### src/rtl/if_fetch_queue_if.sv
// Fetch/decode side of the IF->ID queue: push handshake from fetch and head view to decode.
// Push is a strict valid/ready handshake. An entry transfers on a rising edge where push_valid
// and push_ready are both 1. push_ready never depends on push_valid. Decode consumes the head
// on an edge where if_en and id_ready are both 1.
interface if_fetch_queue_if #(
  parameter int PC_W   = 32,
  parameter int INSN_W = 32,
  parameter int DEPTH  = 4
);
  logic                     push_valid;
  logic                     push_ready;
  logic [PC_W-1:0]          push_pc;
  logic [INSN_W-1:0]        push_insn;
  logic                     push_predt_br_taken;
  logic                     id_ready;
  logic                     if_en;
  logic [PC_W-1:0]          if_pc;
  logic [INSN_W-1:0]        if_insn;
  logic                     if_predt_br_taken;
  logic [$clog2(DEPTH):0]   fq_count;
  logic                     fq_afull;

  modport master (
    output push_valid, push_pc, push_insn, push_predt_br_taken, id_ready,
    input  push_ready, if_en, if_pc, if_insn, if_predt_br_taken, fq_count, fq_afull
  );

  modport slave (
    input  push_valid, push_pc, push_insn, push_predt_br_taken, id_ready,
    output push_ready, if_en, if_pc, if_insn, if_predt_br_taken, fq_count, fq_afull
  );
endinterface

### src/rtl/if_fetch_queue.sv
// IF->ID decoupling FIFO: DEPTH entries of {pc, insn, predicted-taken}.
// The head entry drives the ID stage; flush empties the queue in one cycle.
module if_fetch_queue #(
  parameter int PC_W      = 32,
  parameter int INSN_W    = 32,
  parameter int DEPTH     = 4,
  parameter int AFULL_LVL = DEPTH - 1
) (
  input  logic            clk,
  input  logic            rst_n,
  input  logic            cpu_en,
  input  logic            if_flush,
  if_fetch_queue_if.slave fq
);
  localparam int PTR_W = $clog2(DEPTH);
  localparam int CNT_W = PTR_W + 1;
  localparam logic [CNT_W-1:0] FULL_CNT  = CNT_W'(DEPTH);
  localparam logic [CNT_W-1:0] AFULL_CNT = CNT_W'(AFULL_LVL);

  logic [PC_W-1:0]   pc_mem    [DEPTH];
  logic [INSN_W-1:0] insn_mem  [DEPTH];
  logic              predt_mem [DEPTH];

  logic [PTR_W-1:0] wr_ptr;
  logic [PTR_W-1:0] rd_ptr;
  logic [CNT_W-1:0] count;

  logic not_empty;
  logic push;
  logic pop;

  assign not_empty = (count != '0);
  assign fq.push_ready = (count != FULL_CNT);
  assign push = fq.push_valid & fq.push_ready;
  assign pop  = fq.id_ready & not_empty;

  // Pointers and count; cpu_en=0 freezes everything, flush wins over push/pop.
  always_ff @(posedge clk or negedge rst_n) begin
    if (!rst_n) begin
      wr_ptr <= '0;
      rd_ptr <= '0;
      count  <= '0;
    end else if (cpu_en) begin
      if (if_flush) begin
        wr_ptr <= '0;
        rd_ptr <= '0;
        count  <= '0;
      end else begin
        if (push) wr_ptr <= wr_ptr + PTR_W'(1);
        if (pop)  rd_ptr <= rd_ptr + PTR_W'(1);
        if (push && !pop)      count <= count + CNT_W'(1);
        else if (pop && !push) count <= count - CNT_W'(1);
      end
    end
  end

  // Storage is not reset; the head view is masked while empty.
  always_ff @(posedge clk) begin
    if (cpu_en && !if_flush && push) begin
      pc_mem[wr_ptr]    <= fq.push_pc;
      insn_mem[wr_ptr]  <= fq.push_insn;
      predt_mem[wr_ptr] <= fq.push_predt_br_taken;
    end
  end

  assign fq.if_en             = not_empty;
  assign fq.if_pc             = not_empty ? pc_mem[rd_ptr]    : '0;
  assign fq.if_insn           = not_empty ? insn_mem[rd_ptr]  : '0;
  assign fq.if_predt_br_taken = not_empty ? predt_mem[rd_ptr] : 1'b0;
  assign fq.fq_count          = count;
  assign fq.fq_afull          = (count >= AFULL_CNT);
endmodule

### src/flat_wrapper.sv
// flat-port wrapper written by rule: the top's interface ports become plain ports
module if_fetch_queue_flat 
#(
  parameter int PC_W      = 32,
  parameter int INSN_W    = 32,
  parameter int DEPTH     = 4,
  parameter int AFULL_LVL = DEPTH - 1
)
  (clk, rst_n, cpu_en, if_flush, fq_push_valid, fq_push_pc, fq_push_insn, fq_push_predt_br_taken, fq_id_ready, fq_push_ready, fq_if_en, fq_if_pc, fq_if_insn, fq_if_predt_br_taken, fq_fq_count, fq_fq_afull);
  if_fetch_queue_if #(.PC_W(PC_W), .INSN_W(INSN_W), .DEPTH(DEPTH)) fq_i ();
  input  logic clk;
  input  logic rst_n;
  input  logic cpu_en;
  input  logic if_flush;
  input wire logic [$bits(fq_i.push_valid)-1:0] fq_push_valid;
  input wire logic [$bits(fq_i.push_pc)-1:0] fq_push_pc;
  input wire logic [$bits(fq_i.push_insn)-1:0] fq_push_insn;
  input wire logic [$bits(fq_i.push_predt_br_taken)-1:0] fq_push_predt_br_taken;
  input wire logic [$bits(fq_i.id_ready)-1:0] fq_id_ready;
  output wire logic [$bits(fq_i.push_ready)-1:0] fq_push_ready;
  output wire logic [$bits(fq_i.if_en)-1:0] fq_if_en;
  output wire logic [$bits(fq_i.if_pc)-1:0] fq_if_pc;
  output wire logic [$bits(fq_i.if_insn)-1:0] fq_if_insn;
  output wire logic [$bits(fq_i.if_predt_br_taken)-1:0] fq_if_predt_br_taken;
  output wire logic [$bits(fq_i.fq_count)-1:0] fq_fq_count;
  output wire logic [$bits(fq_i.fq_afull)-1:0] fq_fq_afull;
  assign fq_i.push_valid = fq_push_valid;
  assign fq_i.push_pc = fq_push_pc;
  assign fq_i.push_insn = fq_push_insn;
  assign fq_i.push_predt_br_taken = fq_push_predt_br_taken;
  assign fq_i.id_ready = fq_id_ready;
  assign fq_push_ready = fq_i.push_ready;
  assign fq_if_en = fq_i.if_en;
  assign fq_if_pc = fq_i.if_pc;
  assign fq_if_insn = fq_i.if_insn;
  assign fq_if_predt_br_taken = fq_i.if_predt_br_taken;
  assign fq_fq_count = fq_i.fq_count;
  assign fq_fq_afull = fq_i.fq_afull;
  if_fetch_queue #(.PC_W(PC_W), .INSN_W(INSN_W), .DEPTH(DEPTH), .AFULL_LVL(AFULL_LVL)) u_core (.clk(clk), .rst_n(rst_n), .cpu_en(cpu_en), .if_flush(if_flush), .fq(fq_i));
endmodule
### config.mk
export PLATFORM = sky130hd
export DESIGN_NAME = if_fetch_queue_flat
export DESIGN_NICKNAME = d
export VERILOG_FILES = /design/src/rtl/if_fetch_queue_if.sv /design/src/rtl/if_fetch_queue.sv /design/src/flat_wrapper.sv
export SDC_FILE = /design/constraint.sdc
export NUM_CORES = 1
export LEC_CHECK = 0
export CORE_MARGIN = 2
export CORE_UTILIZATION = 45
export CTS_BUF_LIST = sky130_fd_sc_hd__clkbuf_8
export DETAILED_ROUTE_END_ITERATION = 6
export PLACE_DENSITY_LB_ADDON = 0.1
export SYNTH_ARGS = -nofsm -noshare
export SYNTH_HDL_FRONTEND = slang
export SYNTH_SLANG_ARGS = --single-unit
### constraint.sdc
create_clock -name clk -period 5.6 [get_ports clk]
set_input_delay 1.12 -clock clk [delete_from_list [all_inputs] [get_ports clk]]
set_output_delay 1.12 -clock clk [all_outputs]
set_load 0.01 [all_outputs]
## Word-level counts from Yosys, hierarchy flattened

Memories as Yosys holds them, arrays and structs flattened.
Cells that the tools add are included.

- Register bits after elaboration: 7
- Bits in latches: 0
- Memory bits (writable): 260
- Bits in read-only memories: 0
- Input port bits: 71
- Word-level logic and storage cells: 40
- Memories kept: 3

- Add/subtract/negate cells: 4
- $mul: 0
- Div/mod/pow operators: 0
- Magnitude comparators: 1
- Eq/ne operators: 1
- Shift operators: 0
- Mux-type cells: 12
- Bitwise logic cells: 2
- Reductions and logical operators: 14

Memories:

| name | depth | bits a word | read ports | clocked after memory_dff | wr ports | RTL line | RTL |
|---|---|---|---|---|---|---|---|
| u_core.insn_mem | 4 | 32 | 1 | 0 | 1 | if_fetch_queue.sv:21 | `logic [INSN_W-1:0] insn_mem [DEPTH];` |
| u_core.pc_mem | 4 | 32 | 1 | 0 | 1 | if_fetch_queue.sv:20 | `logic [PC_W-1:0] pc_mem [DEPTH];` |
| u_core.predt_mem | 4 | 1 | 1 | 0 | 1 | if_fetch_queue.sv:22 | `logic predt_mem [DEPTH];` |

Operators by type and width:

| kind | number |
|---|---|
| $mux W32 | 2 |
| $mux W3 | 3 |
| $mux W2 | 4 |
| $reduce_and A2 Y1 | 3 |
| $reduce_bool A3 Y1 | 2 |
| $add A2 B1 Y2 const B | 2 |
| $logic_and A1 B1 Y1 | 4 |
| $reduce_bool A2 Y1 | 2 |
| $add A3 B1 Y3 const B | 1 |
| $ge A3 B2 Y1 const B | 1 |
| $logic_not A1 Y1 | 3 |
| $mux W1 | 3 |
| $ne A3 B3 Y1 const B | 1 |
| $sub A3 B1 Y3 const B | 1 |
| $and A1 B1 Y1 | 2 |

## Longest topological paths before layout

- Depth after elaboration: 7
- Gate-level depth with buffers: 9
- Gate-level depth less buffers: 7

## Worst setup path after synthesis

Ideal clock, no wire load.

- Path kind: input to register
- From: input port fq_push_valid
- To: memory u_core.insn_mem[0][0], enable pin
- Library setup time: 430 ps
- Data arrival time: 3,106 ps
- Required time: 5,170 ps
- Path slack: 2,064 ps
- Stages: 2
- Cells stage by stage: a21boi_1 > and3_1

- Longest elaborated chain between the ends: 4

Ends and longest elaborated chain:

| item | RTL line | RTL |
|---|---|---|
| start: declaration | flat_wrapper.sv:15 | `input wire logic [$bits(fq_i.push_valid)-1:0] fq_push_valid;` |
| $and A1 B1 Y1 | if_fetch_queue.sv:34 | `assign push = fq.push_valid & fq.push_ready;` |
| $logic_and A1 B1 Y1 | if_fetch_queue.sv:59 | `if (cpu_en && !if_flush && push) begin` |
| $mux W1 | if_fetch_queue.sv:59 |  |
| $mux W1 (not written as such) | if_fetch_queue.sv:61 | `insn_mem[wr_ptr] <= fq.push_insn;` |
| end: declaration | if_fetch_queue.sv:21 |  |

No other way between the ends.

## Worst setup path in the final report

- From: register u_core.rd_ptr[0]
- To: output port fq_if_pc[2]

- Longest elaborated chain between the ends: 2

Ends and longest elaborated chain:

| item | RTL line | RTL |
|---|---|---|
| start: declaration | if_fetch_queue.sv:25 | `logic [PTR_W-1:0] rd_ptr;` |
| start signal: assignment | if_fetch_queue.sv:50 | `if (pop) rd_ptr <= rd_ptr + PTR_W'(1);` |
| $mem_v2 Z4 W32 | n/a |  |
| $mux W32 | if_fetch_queue.sv:67 | `assign fq.if_pc = not_empty ? pc_mem[rd_ptr] : '0;` |
| end: declaration | flat_wrapper.sv:22 | `output wire logic [$bits(fq_i.if_pc)-1:0] fq_if_pc;` |

No other way between the ends.

==> results.ini <==
[final_layout]
drive_gt1_share_pct=19.3
fillers=1757
fin_util_pct=56.5
area_growth_pct=22.8
fin_nets=717
antenna_cells=0

[timing]
tightest_slew_ns=1.08
slew_violations=0
maxSlewHeadroom_pct=27.9
hold_viol=0
max_freq_ghz=0.239
grt_setup_unrepaired=false
period_minus_slack_ns=4.19
setup_tns_ns=0
fin_skew_ns=0.0105
setup_viol=0
fin_crit_sh_pct=74.8

[floorplanning]
num_rows=55
start_util_pct=46.0
io-pin-count=142
die_w_um=156
die_area_mm2=0.0245
coreArea_mm2=0.0227
die_h_um=156

[worst_setup_path]
cp_num_buf_inv=2
cp_slowest_cell=dfrtp_4
reg2reg_from=u_core.fq.fq_count[2]$_DFFE_PN0P_
crit_arrival_ns=3.07
path_class=reg2out
timing.critical_path.fanout_max=35
critPathLaunchType=flip-flop
setup.worst_path.start=u_core.rd_ptr[0]$_DFFE_PN0P_
cp_data_required_time_ns=4.48
cp_cell_sequence=buf_12 > mux4_2 > and2_1 > clkdlybuf4s50_1
crit_family=flip-flops
crit_path_max_incr_delay_ns=0.89
end_kind=output pin

[drt]
remaining_drc_errors=0
antenna_left=0
vias=5078
wl_um=20400
vias_per_cell=5.31
drt_iter0_drc=327
routedWlPerCell_um=21.3
dr.pass1.iters=7

[global_route]
grt_pass1_wl_um=31100
grt_util_met1_pct=21.4
grt.met2_usage_pct=28.6
busiest_layer=met2
grt_use_met3_pct=4.90
antenna_found_initial=1
grt_max_degree=68
grt_pass1_vias=5571
grtUsageTotal_pct=17.1
overflow=0

[yosys]
ys.flop_type=edfxtp_1
syn_inst=479
synth-seq-cells=267
syn_avg_cell_area_um2=21.8
synth_edf_count=260
synth-async-reset-ratio_pct=2.62
synth_seq_area_share_pct=76.4
synth_warnings=0
yosysUniqueCellTypes=42
synth_area_mm2=0.0105
synth.net_count=555

[power_and_ir_drop]
pwr_density_cell_mw_per_mm2=430
max-vdd-ir-drop_uv=191
p_leak_nw=4.13

[clock_network]
cts_tree=built
clkSinkCount=267
clk_pin_slew_ns=0.06
max-clock-path-buffers=3
cts.htree.levels=2
cts_setup_buffers=0
root_buffer=clkbuf_8
insertion_delay_ns=0.54
cts_made_buffers=44
cts_hold_buffers=0
ctsResizeCount=0

[worst_hold_path]
worstHoldPathType=reg2reg
worstHoldStart=u_core.wr_ptr[1]$_DFFE_PN0P_

[placed_design]
place_congestion=0.709
io_buffers=141
post-dp-hpwl_um=11000

[job]
drv_cap=0

[outcome]
status=complete, no violations

## logic make-up (layout without fill, tap and decap cells)
logic type | Yosys count | count (layout) | synth area share [%]
flip-flops | 267 | 267 | 76.4
AND/OR/NAND/NOR | 87 | 87 | 5.02
multiplexers | 69 | 69 | 14.5
buffers and inverters | 32 | 225 | 2.12
AO/OA/AOI/OAI | 19 | 19 | 1.36
adder cells (fa/ha/maj) | 5 | 5 | 0.670
## report_power, final
group          switching (mW)  total [mW]  internal [mW]
clock network           0.723        1.48          0.759
registers               0.128        2.42           2.30
logic                   0.686        1.62          0.933
## final timing paths
kind / slack, ns / end / cells past startpoint
worst max-delay path: 1.41 / fq_if_pc[2] / 4
worst min-delay path: 0.68 / u_core.wr_ptr[1]$_DFFE_PN0P_ / 2
worst max register to register: 2.60 / u_core.fq.fq_count[2]$_DFFE_PN0P_ / 7
worst min register to register: 0.68 / u_core.wr_ptr[1]$_DFFE_PN0P_ / 2
max in group asynchronous: 4.44 / u_core.rd_ptr[1]$_DFFE_PN0P_ / 1
min in group asynchronous: 0.86 / u_core.fq.fq_count[0]$_DFFE_PN0P_ / 1
## flip-flops by register name, summed over array words and instances (netlist names)
| register | flops |
|---|---|
| u_core.predt_mem | 4 |
| u_core.rd_ptr | 2 |
| u_core.fq.fq_count | 3 |
| u_core.pc_mem | 128 |
| u_core.wr_ptr | 2 |
| u_core.insn_mem | 128 |
## tightest hold or removal path: cells and delay by family, from the launching register on
kind	cells	cell delay [ns]
AO/OA/AOI/OAI	1	0.09
buffers and inverters	1	0.14
flip-flops	1	0.40
## layer usage
layer / part of all wire, % / up-vias
met5: 0 / -
met4: 1.8 / 0
met3: 7.0 / 29
met2: 50 / 173
met1: 41 / 2606
li1: - / 2270
## cells in the mapped netlist, types with 2 or more instances
| cell type | n | share of area, % |
|---|---|---|
| buf_2 | 7 | 0.34 |
| buf_4 | 3 | 0.22 |
| dfrtp_1 | 7 | 1.7 |
| buf_12 | 3 | 0.57 |
| edfxtp_1 | 260 | 75 |
| clkbuf_1 | 5 | 0.18 |
| a22o_1 | 2 | 0.17 |
| mux4_1 | 2 | 0.50 |
| mux2i_1 | 3 | 0.29 |
| and3_1 | 4 | 0.24 |
| buf_1 | 3 | 0.11 |
| nor2_1 | 8 | 0.29 |
| and2_1 | 65 | 3.9 |
| o22ai_1 | 4 | 0.24 |
| inv_1 | 5 | 0.18 |
| mux4_2 | 63 | 14 |
| ha_1 | 4 | 0.48 |
| nand2_1 | 2 | 0.072 |
| buf_6 | 4 | 0.43 |
| clkbuf_2 | 2 | 0.096 |
| o21ai_0 | 2 | 0.096 |
## layout make-up
| class | instances | area [um2] | share of cell area (%) |
|---|---|---|---|
| flip-flops and latches | 267 | 7990 | 62.2 |
| multi-input cells | 180 | 2270 | 17.7 |
| repair buffers | 143 | 1440 | 11.2 |
| clock buffers | 46 | 633 | 4.93 |
| well taps | 285 | 357 | 2.78 |
| clock inverters | 31 | 129 | 1.00 |
| inverters | 5 | 18.8 | 0.146 |
## layout by cell type, fill, tap and decap left out, types with 3 or more instances in the layout
| cell type | count |
|---|---|
| mux2i_1 | 3 |
| clkinv_2 | 6 |
| dfrtp_1 | 5 |
| and3_4 | 5 |
| ha_1 | 4 |
| inv_1 | 16 |
| nor2_1 | 8 |
| clkinv_1 | 13 |
| and2_1 | 65 |
| clkdlybuf4s50_1 | 141 |
| clkbuf_8 | 46 |
| mux4_2 | 63 |
| o22ai_1 | 4 |
| edfxtp_1 | 260 |
## stage by stage
step | cells | hold WS [ns] | total power [mW] | area [um2] | setup slack (ns)
finish | 957 | 0.676 | 5.52 | 12800 | 1.41
detailed placement | 880 | 0.654 | 4.12 | 12100 | 1.89
floorplan | 479 | 0.591 | 3.34 | 10500 | 2.06
CTS | 957 | 0.663 | 5.62 | 12800 | 1.30
global placement | 880 | 0.614 | 4.11 | 12100 | 1.89
global route | 957 | 0.711 | 5.80 | 12800 | 1.22
(Power assumes the default switching activity.)
